**src/rtl/ahb_slv_pkg.sv**
```systemverilog
// Shared encodings, FSM state codes and address-window defaults for the AHB side of the AHB-to-APB bridge.
package ahb_slv_pkg;

    localparam logic [1:0] HTRANS_IDLE   = 2'b00;
    localparam logic [1:0] HTRANS_BUSY   = 2'b01;
    localparam logic [1:0] HTRANS_NONSEQ = 2'b10;
    localparam logic [1:0] HTRANS_SEQ    = 2'b11;

    localparam logic [1:0] HRESP_OKAY  = 2'b00;
    localparam logic [1:0] HRESP_ERROR = 2'b01;

    typedef logic [2:0] state_t;

    localparam state_t ST_IDLE  = 3'd0;
    localparam state_t ST_WDATA = 3'd1;
    localparam state_t ST_REQ   = 3'd2;
    localparam state_t ST_ERR1  = 3'd3;
    localparam state_t ST_ERR2  = 3'd4;

    localparam logic [31:0] REGION_BASE_DEF = 32'h8000_0000;
    localparam int          REGION_LOG2_DEF = 26;

    // Only NONSEQ and SEQ carry a real transfer; IDLE and BUSY get a zero-wait OKAY.
    function automatic logic is_active_trans(input logic [1:0] htrans);
        return (htrans == HTRANS_NONSEQ) || (htrans == HTRANS_SEQ);
    endfunction

endpackage

```
**src/rtl/ahb_addr_decode.sv**
```systemverilog
// Combinational address decoder: maps haddr onto one of NSEL equally sized peripheral slots above REGION_BASE.
module ahb_addr_decode
    import ahb_slv_pkg::*;
#(
    parameter logic [31:0] REGION_BASE = REGION_BASE_DEF,
    parameter int          REGION_LOG2 = REGION_LOG2_DEF,
    parameter int          NSEL        = 3
) (
    input  logic [31:0]     i_haddr,
    output logic            o_hit,
    output logic [NSEL-1:0] o_sel
);

    logic [31:0] w_offset;
    logic [31:0] w_slot;

    assign w_offset = i_haddr - REGION_BASE;
    assign w_slot   = w_offset >> REGION_LOG2;
    assign o_hit    = (i_haddr >= REGION_BASE) && (w_slot < 32'(NSEL));

    always_comb begin
        o_sel = '0;
        for (int i = 0; i < NSEL; i++) begin
            if (o_hit && (w_slot == 32'(i))) begin
                o_sel[i] = 1'b1;
            end
        end
    end

endmodule

```
**src/rtl/ahb_slave_if.sv**
```systemverilog
// AHB responder of the AHB-to-APB bridge: one transfer at a time handed to the APB controller via valid/ready.
// Optional REQ-state watchdog enabled by defining AHB_SLV_TIMEOUT_EN.
module ahb_slave_if
    import ahb_slv_pkg::*;
#(
    parameter logic [31:0] REGION_BASE = REGION_BASE_DEF,
    parameter int          REGION_LOG2 = REGION_LOG2_DEF,
    parameter int          NSEL        = 3,
    parameter int          TIMEOUT_CYC = 16
) (
    input  logic            i_hclk,
    input  logic            i_hreset,
    input  logic            i_hwrite,
    input  logic            i_hreadyin,
    input  logic [1:0]      i_htrans,
    input  logic [31:0]     i_haddr,
    input  logic [31:0]     i_hwdata,
    output logic [31:0]     o_hrdata,
    output logic [1:0]      o_hresp,
    output logic            o_hreadyout,
    output logic            o_req_valid,
    output logic            o_req_write,
    output logic [31:0]     o_req_addr,
    output logic [31:0]     o_req_wdata,
    output logic [NSEL-1:0] o_req_sel,
    input  logic            i_req_ready,
    input  logic [31:0]     i_rsp_rdata,
    input  logic            i_rsp_err
);

    state_t            r_state;
    state_t            w_state_next;
    logic              w_accept;
    logic              w_hit;
    logic [NSEL-1:0]   w_sel;
    logic              w_timeout;
    logic [31:0]       r_hrdata;
    logic              r_req_write;
    logic [31:0]       r_req_addr;
    logic [31:0]       r_req_wdata;
    logic [NSEL-1:0]   r_req_sel;

    ahb_addr_decode #(
        .REGION_BASE (REGION_BASE),
        .REGION_LOG2 (REGION_LOG2),
        .NSEL        (NSEL)
    ) u_decode (
        .i_haddr (i_haddr),
        .o_hit   (w_hit),
        .o_sel   (w_sel)
    );

    assign w_accept = i_hreadyin && is_active_trans(i_htrans);

`ifdef AHB_SLV_TIMEOUT_EN
    localparam int TCW = $clog2(TIMEOUT_CYC + 1);

    logic [TCW-1:0] r_tmo_cnt;

    // Held at zero outside REQ so every REQ entry starts a fresh count.
    always_ff @(posedge i_hclk or posedge i_hreset) begin
        if (i_hreset) begin
            r_tmo_cnt <= '0;
        end else if (r_state != ST_REQ) begin
            r_tmo_cnt <= '0;
        end else begin
            r_tmo_cnt <= r_tmo_cnt + TCW'(1);
        end
    end

    assign w_timeout = (r_state == ST_REQ) && (r_tmo_cnt == TCW'(TIMEOUT_CYC - 1));
`else
    assign w_timeout = 1'b0;
`endif

    always_comb begin
        w_state_next = r_state;
        case (r_state)
            ST_IDLE: begin
                if (w_accept) begin
                    if (!w_hit)        w_state_next = ST_ERR1;
                    else if (i_hwrite) w_state_next = ST_WDATA;
                    else               w_state_next = ST_REQ;
                end
            end
            ST_WDATA: w_state_next = ST_REQ;
            ST_REQ: begin
                if (i_req_ready)    w_state_next = i_rsp_err ? ST_ERR1 : ST_IDLE;
                else if (w_timeout) w_state_next = ST_ERR1;
            end
            ST_ERR1: w_state_next = ST_ERR2;
            ST_ERR2: w_state_next = ST_IDLE;
            default: w_state_next = ST_IDLE;
        endcase
    end

    // Request payload is captured once per transfer and stays stable for the whole REQ phase.
    always_ff @(posedge i_hclk or posedge i_hreset) begin
        if (i_hreset) begin
            r_state     <= ST_IDLE;
            r_hrdata    <= '0;
            r_req_write <= 1'b0;
            r_req_addr  <= '0;
            r_req_wdata <= '0;
            r_req_sel   <= '0;
        end else begin
            r_state <= w_state_next;
            if ((r_state == ST_IDLE) && w_accept) begin
                r_req_addr  <= i_haddr;
                r_req_write <= i_hwrite;
                r_req_sel   <= w_sel;
            end
            if (r_state == ST_WDATA) begin
                r_req_wdata <= i_hwdata;
            end
            if ((r_state == ST_REQ) && i_req_ready && !i_rsp_err && !r_req_write) begin
                r_hrdata <= i_rsp_rdata;
            end
        end
    end

    assign o_hreadyout = (r_state == ST_IDLE) || (r_state == ST_ERR2);
    assign o_hresp     = ((r_state == ST_ERR1) || (r_state == ST_ERR2)) ? HRESP_ERROR : HRESP_OKAY;
    assign o_req_valid = (r_state == ST_REQ);
    assign o_hrdata    = r_hrdata;
    assign o_req_write = r_req_write;
    assign o_req_addr  = r_req_addr;
    assign o_req_wdata = r_req_wdata;
    assign o_req_sel   = r_req_sel;

endmodule
```
**config.mk**
```make
export PLATFORM = sky130hd
export DESIGN_NAME = ahb_slave_if
export DESIGN_NICKNAME = d
export VERILOG_FILES = /design/src/rtl/ahb_slv_pkg.sv /design/src/rtl/ahb_addr_decode.sv /design/src/rtl/ahb_slave_if.sv
export SDC_FILE = /design/constraint.sdc
export NUM_CORES = 1
export LEC_CHECK = 0
export CORE_MARGIN = 2
export CORE_UTILIZATION = 36
export CTS_CLUSTER_DIAMETER = 120
export DETAILED_ROUTE_END_ITERATION = 10
export PLACE_DENSITY = 0.77
export SLEW_MARGIN = 20
export SYNTH_ARGS = -nofsm -noshare
export SYNTH_HDL_FRONTEND = slang
export SYNTH_SLANG_ARGS = --single-unit
```
**constraint.sdc**
```tcl
create_clock -name i_hclk -period 3.3 [get_ports i_hclk]
set_input_delay 0.495 -clock i_hclk [delete_from_list [all_inputs] [get_ports i_hclk]]
set_output_delay 0.495 -clock i_hclk [all_outputs]
set_load 0.03 [all_outputs]
```
; Word level (Yosys, flattened, before mapping)
; Cells that the tools add are included.
; W data, S select, Z words.
[classes]
n_reduce_logical = 17
n_lt_le_gt_ge = 2
addsub = 1
muxes = 10
eq_ne = 10
[ops]
columns = operator, n
row1 = $ge A32 B32 Y1 const B, 1
row2 = $logic_not A32 Y1, 1
row3 = $sub A32 B32 Y32 const B, 1
row4 = $pmux W3 S4, 1
row5 = $logic_and A1 B1 Y1, 9
row6 = $eq A3 B2 Y1 const B, 2
row7 = $eq A6 B1 Y1 const B, 1
row8 = $eq A6 B2 Y1 const B, 1
row9 = $lt A6 B2 Y1 const B, 1
row10 = $mux W2, 3
row11 = $mux W3, 2
row12 = $eq A2 B2 Y1 const B, 2
row13 = $mux W1, 4
row14 = $eq A3 B1 Y1 const B, 1
row15 = $eq A3 B3 Y1 const B, 1
row16 = $logic_not A3 Y1, 1
row17 = $logic_or A1 B1 Y1, 3
row18 = $logic_not A1 Y1, 2
row19 = $ne A2 B1 Y1 const B, 1
row20 = $ne A2 B2 Y1 const B, 1
row21 = $reduce_and A2 Y1, 1
[word_totals]
inputBits = 104
output_inout_bits = 104
regBits = 103
wordCells = 46

; Longest topological paths before layout
[logic_depth]
depth_word = 6
mapped_depth = 5
ltp_nobuf = 3

; Modules after synthesis
; Synthesis repeated with hierarchy kept, for this count alone.
[hier_totals]
hier_cells = 241
area_unflattened_um2 = 4090.2
[modules_own_cells]
columns = module, area_per_inst_um2, seq_area_each_um2, n_inst, cells_per_inst
row1 = ahb_slave_if, 4041.4, 2577.5, 1, 236
row2 = ahb_addr_decode, 48.8, 0.0, 1, 5

; Worst setup path before layout
; No wires, ideal clock.
[synth_timing]
path_type = reg-to-reg
from = register r_state[0]
to = register r_hrdata[0], in the netlist o_hrdata[0]
path_stages_with_launch = 5
required_ns = 3.175
setup_ns = 0.125
t_arrival_ns = 1.724
slack_ns = 1.451
path_buffers = 1
period_less_slack_ns = 1.849
cell_sequence = dfrtp_1 > nor3b_2 > nand3b_1 > buf_2 > mux2_2
[synth_via]
elab_chain_len = 4
[synth_lines]
columns = element, line_no
row1 = start: declaration, ahb_slave_if.sv:31  ; state_t r_state;
row2 = start signal: assignment, ahb_slave_if.sv:107  ; r_state <= w_state_next;
row3 = $eq A3 B2 Y1, n/a
row4 = net o_req_valid, ahb_slave_if.sv:21  ; output logic o_req_valid,
row5 = $logic_and A1 B1 Y1 (3 in a row), ahb_slave_if.sv:116  ; if ((r_state == ST_REQ) && i_req_ready && !i_rsp_err && !r_req_write) begin
row6 = end signal: assignment, ahb_slave_if.sv:117  ; r_hrdata <= i_rsp_rdata;
row7 = end: declaration, ahb_slave_if.sv:37  ; logic [31:0] r_hrdata;
; The timed path passes the listed nets, and every way through them passes these cells.
; A chain may end at the register's enable or synchronous reset.

; Worst setup path after layout
[layout_timing]
from = register r_state[2]
to = output o_hresp[0]
[layout_via]
elab_chain_len = 3
elab_cells_between_ends = 4
classes_between = 2 x eq/ne / 1 x mux / 1 x reduce/logical
[layout_lines]
columns = element, line_no
row1 = $eq A3 B2 Y1 / $eq A3 B3 Y1 (equally long branches), ahb_slave_if.sv:123  ; assign o_hresp = ((r_state == ST_ERR1) || (r_state == ST_ERR2)) ? HRESP_ERROR : HRESP_OKAY;
row2 = $logic_or A1 B1 Y1 (*), ahb_slave_if.sv:123
row3 = $mux W1 (*), ahb_slave_if.sv:123
row4 = end: declaration, ahb_slave_if.sv:19  ; output logic [1:0] o_hresp,
; Mark *: on every way between the ends. The rest lies on a longest branch, timed or not.

==> results.ini <==
[run_status]
status = finished clean

[global_routing]
track_usage_pct = 14.8
gr-total-overflow = 0
grt_max_degree = 57
grt_antenna_before_repair = 0
grt_pass1_vias = 2872
grt_pass1_wl_um = 13700

[timing]
skew_ns = 0.0127
tightest_slew_ns = 0.588
setup_slack_ns = 0.781
slew_headroom_pct = 60.8
drv_slew = 0
clock.fmax_mhz = 397
finalCritPeriodShare_pct = 76.3
finalSetupViolCount = 0
rsz0062_at_grt = no
layout_min_cycle_time_ns = 2.52
hold_viol_final = 0
tns_ns = 0

[routing]
via_count = 2716
dr.pass1.iters = 3
ant_nets = 0
drtIter0Drc = 49
vias_per_cell = 4.61
routed_wl_um = 9090
drc_errors = 0
wire_per_inst_um = 15.4

[setup_path]
worstPathCellList = and3b_1 -> or2_2 -> clkdlybuf4s50_1
worstReg2RegStart = r_state[1]
worstSetupPathType = reg2out
setup.worst_path.start_class = flip-flop
reg2reg_to = o_req_addr[30]
rr_worst_depth = 3
slowest_delay_ns = 0.63
crit_slowest_cell = clkdlybuf4s50_1
endpoint_kind = primary output
crit_buf_inv = 1
arrival_ns = 2.02
cp_top_family = buffers and inverters
path_max_fanout = 6
regToRegSetupSlack_ns = 1.51
cp.required_ns = 2.80

[final_layout]
area_growth_pct = 59.7
n_antenna_cell = 0
num-nets-final = 549
fin_area_um2 = 6330
layout_commonest_cell = clkdlybuf4s50_1
drive_above_1_share_pct = 27.2
layout_common_cells = 205 x clkdlybuf4s50_1, 103 x dfrtp_1, 98 x mux2_2

[floorplanning]
core_um2 = 10800
num_rows = 38
io_pins = 208
start_util_pct = 36.7
die_y_um = 109
die_w_um = 109
die-area_um2 = 11900

[synthesis]
synth_nets = 340
ys_warn_count = 0
ys_ff_latch = 103
synth_area_um2 = 3970
netlist.area_leader.share_pct = 65.0
syn_inst = 236
avgSynthCellArea_um2 = 16.8
synth_cell_types = 25
ys_top_cells_by_area = dfrtp_1 65%, mux2_2 28%, buf_6 1.1%
synth_top_cell_by_area = dfrtp_1
yosysSeqAreaShare_pct = 65.0

[place]
dp_slack_ns = 1.10
routabilityCongestion = 0.705
portBuffers = 205
place_area_um2 = 6160
dp_hpwl_um = 6800

[clocking]
hold_buffers = 0
cts_max_path_buffers = 2
cts_made_buffers = 9
tritoncts = yes
clock_latency_ns = 0.35
cts_setup_buffers = 0
h-tree-depth = 3
clk_pin_slew_worst_paths_ns = 0.10
clockRootBuffer = clkbuf_8
post_cts_resized = 0
cts_sinks = 103

[power_and_ir_drop]
leakagePower_nw = 2.60
power_density_nw_per_um2 = 1030
max-vdd-ir-drop_uv = 633

[worst_hold_path]
whs_path_depth = 1
hold_class = reg2reg
worstHoldEndpoint = o_req_addr[4]
hp-start = o_req_addr[4]

[job]
drv_cap = 0

metal layers:
metal,track usage (%),wire [µm]
met4,4.12,102
met3,5.44,915
met2,26.2,4620
met1,16.7,3450
met5,0,0
area by class of cell:
class                   count  area [µm²]
fillers                   893        4460
flip-flops and latches    103        2580
repair buffers            209        2090
multi-input cells         121        1310
well taps                 140         175
clock buffers              11         141
clock inverters             4        31.3
inverters                   1        6.26
per-stage QoR:
step | std cells | hold WS, ns | total power, mW | utilization (%)
after floorplan | 236 | 0.546 | 4.28 | -
after global placement | 574 | 0.475 | 5.79 | 57.1
after detailed placement | 574 | 0.478 | 5.87 | 57.1
after CTS | 589 | 0.506 | 6.60 | 58.7
after global routing | 589 | 0.521 | 6.84 | 58.7
final | 589 | 0.499 | 6.51 | 58.7
flip-flops by register name, summed over array words and instances, names as in the netlist:
signal,flops
o_req_write,1
o_hrdata,32
o_req_sel,3
o_req_wdata,32
o_req_addr,32
r_state,3
Yosys cell counts:
cell / count
or4b_1: 1
mux2_1: 2
nor3_1: 1
a21bo_2: 1
a32o_1: 1
buf_6: 4
mux2_2: 98
dfrtp_1: 103
buf_4: 1
nor4_4: 1
and3b_1: 1
nand2_1: 1
conb_1: 1
o21bai_1: 1
a211oi_1: 1
nor3b_2: 2
inv_1: 1
nand3b_1: 1
buf_2: 6
nor2_1: 1
o21a_1: 1
nor2b_1: 1
a211o_1: 1
or2_2: 1
nor3b_1: 3
worst max path at each step:
stage / to / from / slack (ns) / depth (start not counted)
5_1_grt: o_hresp[0] / r_state[2] / 0.66 / 3
3_5_place_dp: o_req_addr[25] / i_hreadyin / 1.10 / 5
6_report: o_hresp[0] / r_state[2] / 0.78 / 3
4_1_cts: o_hresp[0] / r_state[2] / 0.74 / 3
2_1_floorplan: o_hrdata[0] / i_hreset / 0.10 / 1
3_3_place_gp: o_req_addr[9] / i_hreadyin / 1.13 / 5
power by group:
group          switching (mW)  internal [mW]  total, mW
registers               0.332           1.88       2.21
logic                    1.88           1.72       3.60
clock network           0.412          0.294      0.706
total                    2.62           3.89       6.51
cell families after synthesis:
logic type | count (synthesis) | synth area share [%]
AOI/OAI and AO/OA | 6 | 1.29
buffers and inverters | 12 | 2.18
DFF | 103 | 65.0
muxes | 100 | 28.4
other | 1 | 0.0946
and+or+nand+nor | 14 | 3.03
(Power assumes the default switching activity.)
